--- config.mk ---
export PLATFORM = sky130hd
export DESIGN_NAME = vjtag_mailbox_flat
export DESIGN_NICKNAME = d
export VERILOG_FILES = /design/src/rtl/vjtag_mailbox_if.sv /design/src/rtl/vjtag_mailbox.sv /design/src/flat_wrapper.sv
export SDC_FILE = /design/constraint.sdc
export NUM_CORES = 1
export LEC_CHECK = 0
export BUFFER_PORTS_ARGS = -buffer_cell sky130_fd_sc_hd__buf_2
export CORE_ASPECT_RATIO = 0.5
export CORE_MARGIN = 2
export CORE_UTILIZATION = 60
export CTS_BUF_LIST = sky130_fd_sc_hd__clkbuf_8
export CTS_CLUSTER_SIZE = 12
export DETAILED_ROUTE_END_ITERATION = 6
export GPL_TIMING_DRIVEN = 0
export HOLD_SLACK_MARGIN = 0.12
export PLACE_DENSITY = 0.89
export SLEW_MARGIN = 10
export SYNTH_ARGS = -nofsm -noshare
export SYNTH_HDL_FRONTEND = slang
export SYNTH_SLANG_ARGS = --single-unit
--- constraint.sdc ---
create_clock -name tck -period 2.8 [get_ports tck]
set_clock_uncertainty 0.1 [all_clocks]
set_input_delay 0.14 -clock tck [delete_from_list [all_inputs] [get_ports tck]]
set_output_delay 0.14 -clock tck [all_outputs]
set_load 0.05 [all_outputs]
--- src/rtl/vjtag_mailbox_if.sv ---
// Word-level handshake bundle between the vJTAG mailbox and the user design.
// The mailbox takes the slave modport; the user design takes the master modport.
interface vjtag_mailbox_if #(
  parameter int DATA_W = 32
);
  logic [DATA_W-1:0] h2d_data;
  logic              h2d_valid;
  logic              h2d_ready;
  logic [DATA_W-1:0] d2h_data;
  logic              d2h_valid;
  logic              d2h_ready;

  modport master (
    input  h2d_data,
    input  h2d_valid,
    output h2d_ready,
    output d2h_data,
    output d2h_valid,
    input  d2h_ready
  );

  modport slave (
    output h2d_data,
    output h2d_valid,
    input  h2d_ready,
    input  d2h_data,
    input  d2h_valid,
    output d2h_ready
  );
endinterface

--- src/rtl/vjtag_mailbox.sv ---
// Virtual-JTAG user responder: STATUS/DATA data registers on tck, bridging a
// host-to-device FIFO and a device-to-host holding register.
module vjtag_mailbox #(
  parameter int DATA_W = 32,  // >= 8
  parameter int DEPTH  = 4    // power of two, 2..8
) (
  input  logic tck,
  input  logic rst_n,
  input  logic tdi,
  output logic tdo,
  input  logic ir_in,
  output logic ir_out,
  input  logic virtual_state_cdr,
  input  logic virtual_state_sdr,
  input  logic virtual_state_udr,
  vjtag_mailbox_if.slave mbx
);

  localparam int SR_W  = DATA_W + 1;
  localparam int PTR_W = $clog2(DEPTH);
  localparam int CNT_W = $clog2(DEPTH + 1);

  typedef enum logic {
    IR_STATUS = 1'b0,
    IR_DATA   = 1'b1
  } ir_sel_e;

  ir_sel_e ir_sel;
  assign ir_sel = ir_sel_e'(ir_in);

  logic [SR_W-1:0]   sr_q, sr_d;
  logic [DATA_W-1:0] hold_q, hold_d;
  logic              hold_valid_q, hold_valid_d;
  logic              overflow_q, overflow_d;
  logic [PTR_W-1:0]  wr_ptr_q, wr_ptr_d;
  logic [PTR_W-1:0]  rd_ptr_q, rd_ptr_d;
  logic [CNT_W-1:0]  count_q, count_d;
  logic [DATA_W-1:0] mem_q [DEPTH];

  logic       fifo_full, fifo_empty;
  logic       push_req, push, pop, ovf_set, ovf_clr, d2h_fire;
  logic [3:0] count4;
  logic [7:0] status_word;

  assign fifo_full   = (count_q == CNT_W'(DEPTH));
  assign fifo_empty  = (count_q == '0);
  assign count4      = 4'(count_q);
  assign status_word = {count4, overflow_q, fifo_empty, fifo_full, hold_valid_q};

  // NOTE: every signal driven here gets a default first, so no path through
  // the block leaves a value unassigned and no latch is inferred.
  always_comb begin
    sr_d         = sr_q;
    hold_d       = hold_q;
    hold_valid_d = hold_valid_q;
    overflow_d   = overflow_q;
    wr_ptr_d     = wr_ptr_q;
    rd_ptr_d     = rd_ptr_q;
    count_d      = count_q;
    push_req     = 1'b0;
    ovf_clr      = 1'b0;

    // Strobes are mutually exclusive in legal use; CDR > UDR > SDR otherwise.
    if (virtual_state_cdr) begin
      if (ir_sel == IR_DATA) begin
        // Destructive read: the capture itself frees the holding register.
        sr_d         = hold_valid_q ? {hold_q, 1'b1} : '0;
        hold_valid_d = 1'b0;
      end else begin
        sr_d      = '0;
        sr_d[7:0] = status_word;
      end
    end else if (virtual_state_udr) begin
      if (ir_sel == IR_DATA) push_req = sr_q[0];
      else                   ovf_clr  = sr_q[3];
    end else if (virtual_state_sdr) begin
      if (ir_sel == IR_DATA) begin
        sr_d = {tdi, sr_q[SR_W-1:1]};
      end else begin
        sr_d      = '0;
        sr_d[7]   = tdi;
        sr_d[6:0] = sr_q[7:1];
      end
    end

    // Loading only when empty means it can never collide with the CDR clear.
    d2h_fire = mbx.d2h_valid && !hold_valid_q;
    if (d2h_fire) begin
      hold_d       = mbx.d2h_data;
      hold_valid_d = 1'b1;
    end

    // Fullness is judged before any same-cycle pop.
    pop     = !fifo_empty && mbx.h2d_ready;
    push    = push_req && !fifo_full;
    ovf_set = push_req && fifo_full;

    if (push) wr_ptr_d = wr_ptr_q + PTR_W'(1);
    if (pop)  rd_ptr_d = rd_ptr_q + PTR_W'(1);
    count_d = count_q + CNT_W'(push) - CNT_W'(pop);

    if (ovf_set)      overflow_d = 1'b1;
    else if (ovf_clr) overflow_d = 1'b0;
  end

  // NOTE: state registers use non-blocking assignments so every flop samples
  // the pre-edge value of every other flop, regardless of statement order.
  always_ff @(posedge tck or negedge rst_n) begin
    if (!rst_n) begin
      sr_q         <= '0;
      hold_q       <= '0;
      hold_valid_q <= 1'b0;
      overflow_q   <= 1'b0;
      wr_ptr_q     <= '0;
      rd_ptr_q     <= '0;
      count_q      <= '0;
    end else begin
      sr_q         <= sr_d;
      hold_q       <= hold_d;
      hold_valid_q <= hold_valid_d;
      overflow_q   <= overflow_d;
      wr_ptr_q     <= wr_ptr_d;
      rd_ptr_q     <= rd_ptr_d;
      count_q      <= count_d;
    end
  end

  // NOTE: FIFO storage has no reset; validity is tracked by count/pointers,
  // which keeps the array mappable onto plain RAM or unreset flops.
  always_ff @(posedge tck) begin
    if (push) mem_q[wr_ptr_q] <= sr_q[SR_W-1:1];
  end

  assign tdo           = sr_q[0];
  assign ir_out        = hold_valid_q;
  assign mbx.h2d_valid = !fifo_empty;
  assign mbx.h2d_data  = fifo_empty ? '0 : mem_q[rd_ptr_q];
  assign mbx.d2h_ready = !hold_valid_q;

endmodule

--- src/flat_wrapper.sv ---
// flat-port wrapper written by rule: the top's interface ports become plain ports
module vjtag_mailbox_flat 
#(
  parameter int DATA_W = 32,         
  parameter int DEPTH  = 4                         
)
  (tck, rst_n, tdi, tdo, ir_in, ir_out, virtual_state_cdr, virtual_state_sdr, virtual_state_udr, mbx_h2d_data, mbx_h2d_valid, mbx_h2d_ready, mbx_d2h_data, mbx_d2h_valid, mbx_d2h_ready);
  vjtag_mailbox_if #(.DATA_W(DATA_W)) mbx_i ();
  input  logic tck;
  input  logic rst_n;
  input  logic tdi;
  output logic tdo;
  input  logic ir_in;
  output logic ir_out;
  input  logic virtual_state_cdr;
  input  logic virtual_state_sdr;
  input  logic virtual_state_udr;
  output wire logic [$bits(mbx_i.h2d_data)-1:0] mbx_h2d_data;
  output wire logic [$bits(mbx_i.h2d_valid)-1:0] mbx_h2d_valid;
  input wire logic [$bits(mbx_i.h2d_ready)-1:0] mbx_h2d_ready;
  input wire logic [$bits(mbx_i.d2h_data)-1:0] mbx_d2h_data;
  input wire logic [$bits(mbx_i.d2h_valid)-1:0] mbx_d2h_valid;
  output wire logic [$bits(mbx_i.d2h_ready)-1:0] mbx_d2h_ready;
  assign mbx_h2d_data = mbx_i.h2d_data;
  assign mbx_h2d_valid = mbx_i.h2d_valid;
  assign mbx_i.h2d_ready = mbx_h2d_ready;
  assign mbx_i.d2h_data = mbx_d2h_data;
  assign mbx_i.d2h_valid = mbx_d2h_valid;
  assign mbx_d2h_ready = mbx_i.d2h_ready;
  vjtag_mailbox #(.DATA_W(DATA_W), .DEPTH(DEPTH)) u_core (.tck(tck), .rst_n(rst_n), .tdi(tdi), .tdo(tdo), .ir_in(ir_in), .ir_out(ir_out), .virtual_state_cdr(virtual_state_cdr), .virtual_state_sdr(virtual_state_sdr), .virtual_state_udr(virtual_state_udr), .mbx(mbx_i));
endmodule
==> impl_metrics.csv <==
group,metric,value,unit
timing,hold_viol,0,
clock_tree,cts_buffers,28,
floorplanning,core-area,13400,um2
drt,ant_nets,0,
synthesis,yosysWarnings,0,
synthesis,syn_avg_cell_area,17.7,um2
synthesis,synth_cell_types,45,
synthesis,synth_edf_count,128,
power_and_ir_drop,power.internal,5.99,mW
layout,nFillCells,700,
drt,routed_wl,19900,um
layout,num_antenna_cells,0,
run,drv_cap,0,
global_route,grt_remaining_overflow,0,
drt,vias,5058,
hold_path,hold_path_class,"primary input to flip-flop",
synthesis,synth-seq-cells,202,
synthesis,synth.yosys.seq_area_share,69.6,%
setup_path,cp.required,3120,ps
drt,drt-initial-drc-count,546,
clock_tree,clock-sinks,202,
clock_tree,cts_tree,"done",
layout,area_delta_synth_final,21.7,%
synthesis,syn-num-nets,511,
layout,final_area,9960,um2
synthesis,synthSimpleGateAreaFrac,5.53,%
drt,first_pass_iters,5,
timing,fin_hold_ws,259,ps
synthesis,synth_mux_area_share,14.0,%
timing,max_freq,362,MHz
floorplanning,ios,77,
floorplanning,rows,30,
power_and_ir_drop,p_sw_share,38.1,%
timing,relSlewSlack,49.4,%
timing,slew_violations,0,
power_and_ir_drop,static-leakage-power,4.00,nW
synthesis,synth_area_leaders,"edfxtp_1 47%, dfrtp_1 23%, mux4_2 7.7%",
setup_path,cp.arrival,3080,ps
layout,drive_gt1_share,34.1,%
drt,avgViaCountPerCell,6.18,
setup_path,endpoint_kind,"flip-flop",
floorplanning,die_h,86.6,um
outcome,outcome,"finished, final reports clean",
placement,placed_area,8920,um2
setup_path,cp-start-kind,"flip-flop",
floorplanning,start_util,60.9,%
clock_tree,cts_max_level,1,
layout,multi_input_comb_area,2270,um2
timing,tightest_slew,756,ps
floorplanning,fp.dieArea,14700,um2
synthesis,synth-adder-area-share,1.16,%
floorplanning,die_w,169,um
power_and_ir_drop,power_density,970,nW/um2
global_route,antenna_found_initial,0,
global_route,grt_pass1_wl,30300,um
setup_path,max_stage_delay,470,ps
placement,place.port_buffers,76,
synthesis,async_reset_ff_share,36.6,%
setup_path,cp_max_fo,9,
synthesis,netlist.area_leader.share,47.0,%
synthesis,synth_top_family_by_area,"multiplexers",
layout,nNetsFinal,670,
timing,timing.final.crit_share,98.6,%
synthesis,syn_area,8190,um2
global_route,first_global_vias,5147,
synthesis,synth_ff_type,"edfxtp_1",
synthesis,synth_compound_area_share,6.22,%
drt,wire_per_inst,24.3,um
power_and_ir_drop,clock_power_share,23.3,%
setup_path,cpMostUsedCell,"ha_1",
power_and_ir_drop,peakVddDrop,0.443,mV
synthesis,yosys.area.top_type,"edfxtp_1",
power_and_ir_drop,seqPwrFrac,40.0,%
setup_path,path_cells,"or3_1 -> clkbuf_4 -> and2_4 -> ha_1 -> inv_1 -> ha_1 -> fa_2 -> xor2_2 -> xnor2_2",
clock_tree,cts-root-buf,"clkbuf_8",
clock_tree,clockBufferDepth,3,
power_and_ir_drop,power.switching,3.68,mW
drt,remaining_drc_errors,0,
placement,dp_hpwl,10400,um
timing,finalSetupViolCount,0,
timing,tns,0,ps
clock_tree,clk_latency,550,ps
power_and_ir_drop,combPwrFrac,36.6,%
synthesis,syn_inst,463,
power_and_ir_drop,finalPower,9.66,mW
global_route,grtUsageTotal,28.1,%
setup_path,critPathSlowestCell,"dfrtp_2",
global_route,grt_max_degree,59,
timing,period_needed,2760,ps
synthesis,synthXorXnorAreaFrac,0.535,%
clock_tree,clkTransAtPathRegs,70,ps
layout,seq_area,5700,um2
placement,routabilityCongestion,0.866,
setup_path,worstSetupPathType,"flip-flop to flip-flop",
cell usage after synthesis, types with 3 or more instances:
cell	instances
a21o_1	14
a21oi_1	10
a221oi_1	4
a22o_1	14
a31oi_1	4
and2_1	38
buf_12	3
buf_2	13
buf_4	3
buf_6	4
clkbuf_1	4
dfrtp_1	74
edfxtp_1	128
ha_1	6
inv_1	9
mux2_1	3
mux2_2	31
mux2i_1	3
mux4_1	4
mux4_2	28
nand2_1	13
nor2_1	4
nor2b_1	13
o2bb2ai_1	10
xnor2_1	3
layout make-up:
cell class / count / share of cell area [%]
plain buffers: 27 / 2.11
clock buffers: 31 / 4.28
clock inverters: 20 / 1.12
inverters: 9 / 0.339
multi-input cells: 225 / 22.8
flip-flops and latches: 202 / 57.2
well taps: 176 / 2.21
repair buffers: 129 / 9.95
critical path: cells and delay by family, from the launching register on:
kind                     cells  cell delay [ps]
adder cells (fa/ha/maj)      3              890
XOR/XNOR                     2              330
flip-flops                   1              470
buffers and inverters        2              250
AND/OR/NAND/NOR              2              600
layout by cell type, fill, tap and decap left out, types with 3 or more instances in the layout:
cell           instances
dlygate4sd3_1         47
mux2_1                 3
o2bb2ai_1             10
mux4_1                 4
buf_16                 4
clkinv_1               5
buf_12                 4
a31oi_1                4
dfrtp_1               72
mux2i_1                3
clkbuf_8              31
and2_2                 4
clkbuf_1               4
a21oi_1               10
nor2_1                 4
ha_1                   6
a21o_1                14
buf_6                  4
a22o_1                14
and2_1                34
clkinv_2               8
mux2_2                31
buf_2                 87
buf_4                  5
inv_1                 15
nor2b_1               13
mux4_2                28
a221oi_1               4
nand2_1               13
edfxtp_1             128
repair_timing:
item,in CTS,in global routing
endpoints found under the hold margin,129,0
buffers inserted,0,1
hold buffers,47,0
gates resized for setup,0,6
setup endpoints to repair,0,1
worst paths after layout:
path / start / to / slack (ps) / cells after the start
worst min register to register: u_core.hold_q[27]$_DFFE_PN0P_ / u_core.hold_q[27]$_DFFE_PN0P_ / 410 / 1
worst max register to register: u_core.count_q[2]$_DFF_PN0_ / u_core.count_q[2]$_DFF_PN0_ / 40 / 9
min in group asynchronous: rst_n / u_core.hold_q[4]$_DFFE_PN0P_ / 550 / 4
max in group asynchronous: rst_n / u_core.sr_q[25]$_DFFE_PN0P_ / 890 / 4
worst min-delay path: mbx_d2h_data[28] / u_core.hold_q[28]$_DFFE_PN0P_ / 260 / 3
worst max-delay path: u_core.count_q[2]$_DFF_PN0_ / u_core.count_q[2]$_DFF_PN0_ / 40 / 9
kinds of logic after synthesis:
kind of cell | count (synthesis)
DFF | 202
and+or+nand+nor | 77
muxes | 69
AOI/OAI and AO/OA | 67
buffers and inverters | 36
adders and majority gates | 7
xor gates and xnor gates | 5
power by group through the flow:
stage | Combinational, mW | Clock, mW | Sequential (mW)
2_1_floorplan | 2.58 | 0 | 3.79
3_3_place_gp | 3.20 | 0 | 3.84
3_5_place_dp | 3.30 | 0 | 3.87
4_1_cts | 3.43 | 2.19 | 3.82
5_1_grt | 3.71 | 2.38 | 3.89
6_report | 3.54 | 2.25 | 3.87
registers in the layout (all words and copies together) (netlist names):
signal,flops
u_core.overflow_q,1
u_core.mem_q,128
u_core.ir_out,1
u_core.hold_q,32
u_core.rd_ptr_q,2
u_core.count_q,3
u_core.wr_ptr_q,2
u_core.sr_q,33
per-stage QoR:
step                cells  utilization, %  setup WS [ps]
floorplan             463               -            327
CTS                   818            73.9           58.9
finish                819            74.1           39.0
global route          819            74.1          -5.10
detailed placement    720            66.4            149
global placement      715            65.4           29.0
layer usage:
metal  vias to the layer above  GRT usage (%)  share of wire [%]
met3                        83           5.07                8.1
met1                      2526           37.5                 39
li1                       2098              -                  -
met2                       351           46.3                 49
met5                         -              0                  0
met4                         0           13.1                4.5
Power figures use the tool's default switching activity.
